File: src/rtl/jogo_pkg.sv
// ----------------------------------------------------------------------------
// jogo_pkg
// Shared constants for the memory-sequence game control unit.
//   - 4-bit state codes. The state register holds these values directly, so
//     the debug output db_estado simply mirrors the state register.
//   - Debug code that is shown when the state register holds an unused value.
//   - Default number of clock cycles allowed per move before a timeout.
// ----------------------------------------------------------------------------
package jogo_pkg;

    localparam logic [3:0] S_INICIAL     = 4'h0;
    localparam logic [3:0] S_PREPARACAO  = 4'h1;
    localparam logic [3:0] S_ESPERA      = 4'h2;
    localparam logic [3:0] S_REGISTRA    = 4'h4;
    localparam logic [3:0] S_COMPARACAO  = 4'h5;
    localparam logic [3:0] S_PROXIMO     = 4'h6;
    localparam logic [3:0] S_FIM_ACERTO  = 4'hA;
    localparam logic [3:0] S_FIM_TIMEOUT = 4'hC;
    localparam logic [3:0] S_FIM_ERRO    = 4'hE;

    // Shown on db_estado when the state register holds an unused code
    localparam logic [3:0] DB_ILEGAL     = 4'hF;

    // Default number of cycles allowed per move
    localparam int TIMEOUT_CYCLES_DEF    = 5000;

endpackage

File: src/rtl/jogo_sequencia_uc_edge_detector.sv
// ----------------------------------------------------------------------------
// edge_detector
// Rising-edge detector for an already-synchronized level signal.
// Ports:
//   clock  in  system clock (rising edge)
//   reset  in  asynchronous active-high reset, clears the delay flop
//   sinal  in  synchronized level
//   pulso  out one-cycle high when sinal is 1 and was 0 on the previous cycle
// A level that is already high when reset is released produces a pulse on
// the first cycle, because the delay flop resets to 0.
// ----------------------------------------------------------------------------
module edge_detector (
    input  logic clock,
    input  logic reset,
    input  logic sinal,
    output logic pulso
);

    logic sinal_d_reg;

    always_ff @(posedge clock or posedge reset) begin
        if (reset) begin
            sinal_d_reg <= 1'b0;
        end else begin
            sinal_d_reg <= sinal;
        end
    end

    assign pulso = sinal & ~sinal_d_reg;

endmodule

File: src/rtl/jogo_sequencia_uc.sv
// ----------------------------------------------------------------------------
// jogo_sequencia_uc
// Moore control unit for the memory-sequence game. It waits for each player
// move (rising edge of jogada), has the datapath register the switches,
// checks the comparator result and advances the address counter. The game
// ends with a win, a wrong move or (optionally) a per-move timeout.
//
// Build option: define JOGO_TIMEOUT_EN to generate the per-move timeout
// counter, the FIM_TIMEOUT state and the timeout output. Without it ESPERA
// waits indefinitely, timeout is tied to 0 and TIMEOUT_CYCLES is unused.
//
// Parameters:
//   TIMEOUT_CYCLES  cycles allowed per move in ESPERA (>= 2)
//   TW              width of the timeout counter
// Ports:
//   clock      in   system clock (rising edge)
//   reset      in   asynchronous active-high reset -> INICIAL
//   iniciar    in   starts / restarts a game (level)
//   jogada     in   synchronized button level, rising edge is a move
//   fimC       in   datapath address counter at last address
//   igual      in   datapath comparator match
//   zeraC      out  clear address counter
//   contaC     out  increment address counter
//   zeraR      out  clear switch register
//   registraR  out  load switch register
//   pronto     out  game finished
//   acertou    out  finished with all moves correct
//   errou      out  finished by wrong move or timeout
//   timeout    out  finished by timeout
//   db_estado  out  debug state code
// ----------------------------------------------------------------------------
module jogo_sequencia_uc
    import jogo_pkg::*;
#(
    parameter int TIMEOUT_CYCLES = TIMEOUT_CYCLES_DEF,
    parameter int TW             = $clog2(TIMEOUT_CYCLES)
) (
    input  logic       clock,
    input  logic       reset,
    input  logic       iniciar,
    input  logic       jogada,
    input  logic       fimC,
    input  logic       igual,
    output logic       zeraC,
    output logic       contaC,
    output logic       zeraR,
    output logic       registraR,
    output logic       pronto,
    output logic       acertou,
    output logic       errou,
    output logic       timeout,
    output logic [3:0] db_estado
);

    // Elaboration-time sanity check on the timeout configuration
    if (TIMEOUT_CYCLES < 2 || TW < 1) begin : g_param_check
        $error("jogo_sequencia_uc: TIMEOUT_CYCLES must be >= 2");
    end

    logic [3:0] estado_reg;
    logic [3:0] estado_next;
    logic       jog_pulse;

    // A button already held when ESPERA is entered gives no pulse, since the
    // delay flop tracks jogada every cycle regardless of state.
    edge_detector u_edge_jogada (
        .clock (clock),
        .reset (reset),
        .sinal (jogada),
        .pulso (jog_pulse)
    );

`ifdef JOGO_TIMEOUT_EN
    // Per-move timer: counts only while in ESPERA, held at 0 elsewhere, so
    // every entry into ESPERA starts a fresh count from 0.
    logic [TW-1:0] tmr_reg;
    logic          tmr_fim;

    always_ff @(posedge clock or posedge reset) begin
        if (reset) begin
            tmr_reg <= '0;
        end else if (estado_reg == S_ESPERA) begin
            tmr_reg <= tmr_reg + 1'b1;
        end else begin
            tmr_reg <= '0;
        end
    end

    assign tmr_fim = (tmr_reg == TW'(TIMEOUT_CYCLES - 1));
`endif

    always_ff @(posedge clock or posedge reset) begin
        if (reset) begin
            estado_reg <= S_INICIAL;
        end else begin
            estado_reg <= estado_next;
        end
    end

    always_comb begin
        estado_next = S_INICIAL;
        case (estado_reg)
            S_INICIAL:    estado_next = iniciar ? S_PREPARACAO : S_INICIAL;
            S_PREPARACAO: estado_next = S_ESPERA;
            S_ESPERA: begin
                // A move arriving on the last timer cycle still counts
                if (jog_pulse) begin
                    estado_next = S_REGISTRA;
`ifdef JOGO_TIMEOUT_EN
                end else if (tmr_fim) begin
                    estado_next = S_FIM_TIMEOUT;
`endif
                end else begin
                    estado_next = S_ESPERA;
                end
            end
            S_REGISTRA:   estado_next = S_COMPARACAO;
            S_COMPARACAO: begin
                if (!igual) begin
                    estado_next = S_FIM_ERRO;
                end else if (fimC) begin
                    estado_next = S_FIM_ACERTO;
                end else begin
                    estado_next = S_PROXIMO;
                end
            end
            S_PROXIMO:    estado_next = S_ESPERA;
`ifdef JOGO_TIMEOUT_EN
            S_FIM_TIMEOUT,
`endif
            S_FIM_ACERTO,
            S_FIM_ERRO:   estado_next = iniciar ? S_PREPARACAO : estado_reg;
            default:      estado_next = S_INICIAL;
        endcase
    end

    // Moore output decode: depends on the state register only
    always_comb begin
        zeraC     = 1'b0;
        zeraR     = 1'b0;
        registraR = 1'b0;
        contaC    = 1'b0;
        pronto    = 1'b0;
        acertou   = 1'b0;
        errou     = 1'b0;
        timeout   = 1'b0;
        db_estado = estado_reg;
        case (estado_reg)
            S_INICIAL, S_PREPARACAO: begin
                zeraC = 1'b1;
                zeraR = 1'b1;
            end
            S_ESPERA, S_COMPARACAO: ;
            S_REGISTRA:   registraR = 1'b1;
            S_PROXIMO:    contaC    = 1'b1;
            S_FIM_ACERTO: begin
                pronto  = 1'b1;
                acertou = 1'b1;
            end
            S_FIM_ERRO: begin
                pronto = 1'b1;
                errou  = 1'b1;
            end
`ifdef JOGO_TIMEOUT_EN
            S_FIM_TIMEOUT: begin
                pronto  = 1'b1;
                errou   = 1'b1;
                timeout = 1'b1;
            end
`endif
            default:      db_estado = DB_ILEGAL;
        endcase
    end

endmodule
File: config.mk
export PLATFORM = sky130hd
export DESIGN_NAME = jogo_sequencia_uc
export DESIGN_NICKNAME = d
export VERILOG_FILES = /design/src/rtl/jogo_pkg.sv /design/src/rtl/jogo_sequencia_uc_edge_detector.sv /design/src/rtl/jogo_sequencia_uc.sv
export SDC_FILE = /design/constraint.sdc
export NUM_CORES = 1
export LEC_CHECK = 0
export CELL_PAD_IN_SITES_DETAIL_PLACEMENT = 1
export CELL_PAD_IN_SITES_GLOBAL_PLACEMENT = 1
export CORE_AREA = 2 2 39 41
export DETAILED_ROUTE_END_ITERATION = 10
export DIE_AREA = 0 0 41 43
export GPL_ROUTABILITY_DRIVEN = 0
export PLACE_DENSITY = 0.74
export SLEW_MARGIN = 20
export SYNTH_ARGS = -nofsm -noshare
export SYNTH_HDL_FRONTEND = slang
export SYNTH_SLANG_ARGS = --single-unit
File: constraint.sdc
create_clock -name clock -period 3.3 [get_ports clock]
set_input_delay 0.33 -clock clock [delete_from_list [all_inputs] [get_ports clock]]
set_output_delay 0.33 -clock clock [all_outputs]
set_load 0.02 [all_outputs]
# Yosys cells after proc, flatten, opt, wreduce, memory -nomap -nowiden
# Cells that the tools add are included.
[word_totals]
register_bits = 5
[op_classes]
eq_ne = 8
n_mux = 13
bitwise = 2
n_reduce_logical = 5
[ops]
columns = ["operator", "n"]
rows = [
  ["one-hot mux 4 bit (6 select lines)", 1],
  ["2-to-1 mux 4 bit", 4],
  ["== test 4 x 3 -> 1 bit (second input constant)", 3],
  ["== test 4 bit (second input constant)", 2],
  ["OR reduction 8 bit", 1],
  ["2-to-1 mux 1 bit", 7],
  ["OR reduction 2 bit", 3],
  ["== test 4 x 1 -> 1 bit (second input constant)", 1],
  ["== test 4 x 2 -> 1 bit (second input constant)", 1],
  ["logical NOT 4 bit", 1],
  ["2-to-1 mux 3 bit", 1],
  ["!= test 2 x 1 -> 1 bit (second input constant)", 1],
  ["bitwise AND 1 bit", 1],
  ["inverter 1 bit", 1],
]

# Depth between registers and ports, before layout
[logic_depth]
depth_word = 4
ltp_mapped = 4
mapped_depth_nobuf = 3

# By module
# Synthesis repeated with hierarchy kept, for this count alone.
[hier_totals]
cells_unflattened = 44
area_unflattened_um2 = 372.9
[by_module_without_submodules]
columns = ["mod", "instances", "cells_per_inst", "area_each_um2", "seq_area_each_um2"]
rows = [
  ["jogo_sequencia_uc", 1, 41, 330.3, 100.1],
  ["edge_detector", 1, 3, 42.5, 25.0],
]

# Least setup slack after synthesis
# No wires, ideal clock.
[synth_timing]
path_kind = "flip-flop to output port"
from = "register estado_reg[3]"
to = "output zeraR"
t_arrival_ns = 1.375
path_slack_ns = 1.595
stages_incl_launch_ff = 5
path_cell_list = "dfrtp_1 -> buf_6 -> or2_1 -> nor2_1 -> buf_4"
[synth_between]
elab_chain_cells = 3
elab_cells_between_ends = 4
classes_between = "1 x eq/ne; 1 x mux; 2 x reduce/logical"
[synth_rtl]
columns = ["item", "line_no", "rtl"]
rows = [
  ["start, declared", "jogo_sequencia_uc.sv:60", "logic [3:0] estado_reg;"],
  ["start signal, assigned", "jogo_sequencia_uc.sv:96", "estado_reg <= estado_next;"],
  ["== test 4 x 1 -> 1 bit or logical NOT 4 bit (tied branches)", "-", ""],
  ["OR reduction 2 bit (*)", "-", ""],
  ["2-to-1 mux 1 bit (*)", "-", ""],
  ["end, declared", "jogo_sequencia_uc.sv:46", "output logic zeraR,"],
]
# Every way passes the cells marked *; elsewhere a longest branch is shown, timed or not.

# Final worst setup path
[layout_timing]
from = "register estado_reg[3]"
to = "output registraR"
[layout_between]
elab_chain_cells = 2
[layout_rtl]
columns = ["item", "line_no", "rtl"]
rows = [
  ["== test 4 x 3 -> 1 bit", "jogo_sequencia_uc.sv:148", "case (estado_reg)"],
  ["2-to-1 mux 1 bit", "jogo_sequencia_uc.sv:148", ""],
  ["end, declared", "jogo_sequencia_uc.sv:47", "output logic registraR,"],
]
# Every way passes these cells.

==> impl_metrics.ini <==
[floorplanning]
die_h_um = 43
fp.dieArea_mm2 = 0.00176
core_area_mm2 = 0.00138
io_pins = 18
core.rowCount = 14
start_util_pct = 27.1
die_width_um = 41

[drt]
routed_wl_um = 839
vias = 317
first_iter_violations = 1
antenna_left = 0
avgRoutedWirePerCell_um = 11.7
dr.pass1.iters = 2
drc_errors = 0
viasPerCell = 4.40

[clock_tree]
root_buffer = clkbuf_4
cts_tree = built
cts_made_buffers = 3
cts_setup_buffers = 0
clk_pin_slew_ps = 40
cts_resized = 0
h-tree-depth = 1
cts_hold_buffers = 0
cts.path.max_buffers = 2
clk_latency_ps = 240
cts_sinks = 5

[worst_setup_path]
crit_end = registraR
cp-startpoint = estado_reg[3]
worst-endpoint-arrival_ps = 1880
r2r-start = estado_reg[3]
critPathKind = reg -> out
setup.worst_path.end_class = primary output
cp_slowest_stage_delay_ps = 610
cpMaxStageDelayCell = clkdlybuf4s50_1
path_cells = or3b_4, nor2_1, clkdlybuf4s50_1
r2r_slack_ps = 2000
critical_path_required_ps = 2970
reg2reg_depth = 3
startpoint_type = flip-flop
worstReg2RegEnd = estado_reg[2]
path_max_fanout = 10

[sta]
min_period_ps = 2210
hold_violations = 0
setup_violations = 0
post-route-period-util_pct = 66.9
tns_ps = 0
layout_setup_ws_ps = 1090
finClkSkew_ps = 1.61
rsz0062_at_grt = no
drv_slew = 0
fmax_mhz = 453

[pwr]
peakVddDrop_v = 0.000292
total_power_mw = 0.479
leakage_nw = 0.258
p_per_area_mw_per_mm2 = 899

[placed_design]
dp_hpwl_um = 659
dpl_worst_slack_ps = 1340
portBuffers = 16
dp_cells = 68
dpl_cell_area_um2 = 507

[layout]
largest_register_ffs = 4
nets = 63
layout-drive-gt1-share_pct = 14.3
syn_to_final_growth_pct = 42.0
fin_cells = 72
postLayoutCellArea_um2 = 533
antenna_cells = 0

[synthesis]
synthCells = 41
synth_seq_area_share_pct = 33.3
yosys_warnings = 0
mappedNetlistNets = 47
syn-cell-area_um2 = 375
avgSynthCellArea_um2 = 9.16
yosysUniqueCellTypes = 24
ys_seq_elements = 5

[global_routing]
overflow = 0
grt_pass1_wl_um = 1460
grt_pass1_vias = 309
grt_busiest_layer = met2
antenna_found_initial = 0
grt_max_degree = 11
grt.met2_usage_pct = 17.8
grtUsageTotal_pct = 12.4
met1_usage_pct = 15.5
use_met3_pct = 2.62

[hold_path]
hold_class = in -> async

[status]
outcome = complete, no violations

[run]
maxCapViolations = 0
## final cells by class
class	count	area (um^2)
Inverter	3	11.3
Tap cell	16	20.0
Clock buffer	4	26.3
Sequential cell	5	125
Fill cell	166	851
Timing Repair Buffer	16	160
Multi-Input combinational cell	28	190
## cell families (layout without fill, tap and decap cells)
kind of cell    count (synthesis)  in the layout  share of synthesized area [%]
compound gates                 10             10                           16.7
flops                           5              5                           33.3
simple gates                   17             17                           33.0
other cells                     1              1                          0.999
buf+inv                         8             23                           16.0
## worst min path at each step
stage / from / end / depth (start not counted)
2_1_floorplan: reset / estado_reg[0] / 1
3_3_place_gp: reset / u_edge_jogada.sinal_d_reg / 2
3_5_place_dp: reset / estado_reg[1] / 2
4_1_cts: reset / estado_reg[3] / 2
5_1_grt: reset / estado_reg[3] / 2
6_report: reset / estado_reg[3] / 2
## metrics by stage
step / utilization, % / hold slack, ps
final: 38.5 / 292
after global routing: 38.5 / 304
after CTS: 38.5 / 292
after detailed placement: 36.6 / 547
after global placement: 36.6 / 539
after floorplan: - / 109
## power by group
| group | total [mW] | switching (mW) | internal [mW] |
|---|---|---|---|
| Combinational | 0.284 | 0.130 | 0.153 |
| Clock | 0.0692 | 0.0236 | 0.0456 |
| Sequential | 0.126 | 0.0460 | 0.0803 |
## critical path, delay by kind of cell, from the launching register on
kind	cells	cell delay [ps]
buf+inv	1	610
simple gates	2	550
flops	1	480
## layer usage
layer  up-vias  wire (um)
met4         0         10
met1       140        331
li1        164          -
met3         2         60
met2        11        437
met5         -          0
## cells in the mapped netlist
cell type	count	area, um^2
o22ai_1	2	12.5
a21o_1	1	7.51
or3b_4	2	22.5
and3b_1	1	8.76
nand3_1	1	5.00
nor2b_4	1	13.8
o21bai_1	1	7.51
conb_1	1	3.75
and3_1	1	6.26
nand3b_2	1	11.3
nor2_1	4	15.0
or2_1	1	6.26
o21ai_0	1	5.00
nor3b_2	1	12.5
a21oi_1	3	15.0
nor2b_1	1	6.26
inv_1	3	11.3
a211o_1	1	8.76
nand2_1	1	3.75
buf_6	3	33.8
nand2b_1	2	12.5
buf_4	2	15.0
a31oi_1	1	6.26
dfrtp_1	5	125
## layout by cell type, fill, tap and decap left out
cell	instances
nor2_1	4
o22ai_1	2
clkbuf_4	3
or2_1	1
nor3b_2	1
and3b_1	1
clkdlybuf4s50_1	16
nor2b_1	1
nand2_1	1
dfrtp_1	5
nand2b_1	2
a211o_1	1
clkbuf_1	1
nor2b_4	1
a21o_1	1
or3b_4	2
nand3b_2	1
a21oi_1	3
o21bai_1	1
inv_1	3
and3_1	1
a31oi_1	1
o21ai_0	1
conb_1	1
nand3_1	1
Note: power is estimated with default switching activity, not from simulation.
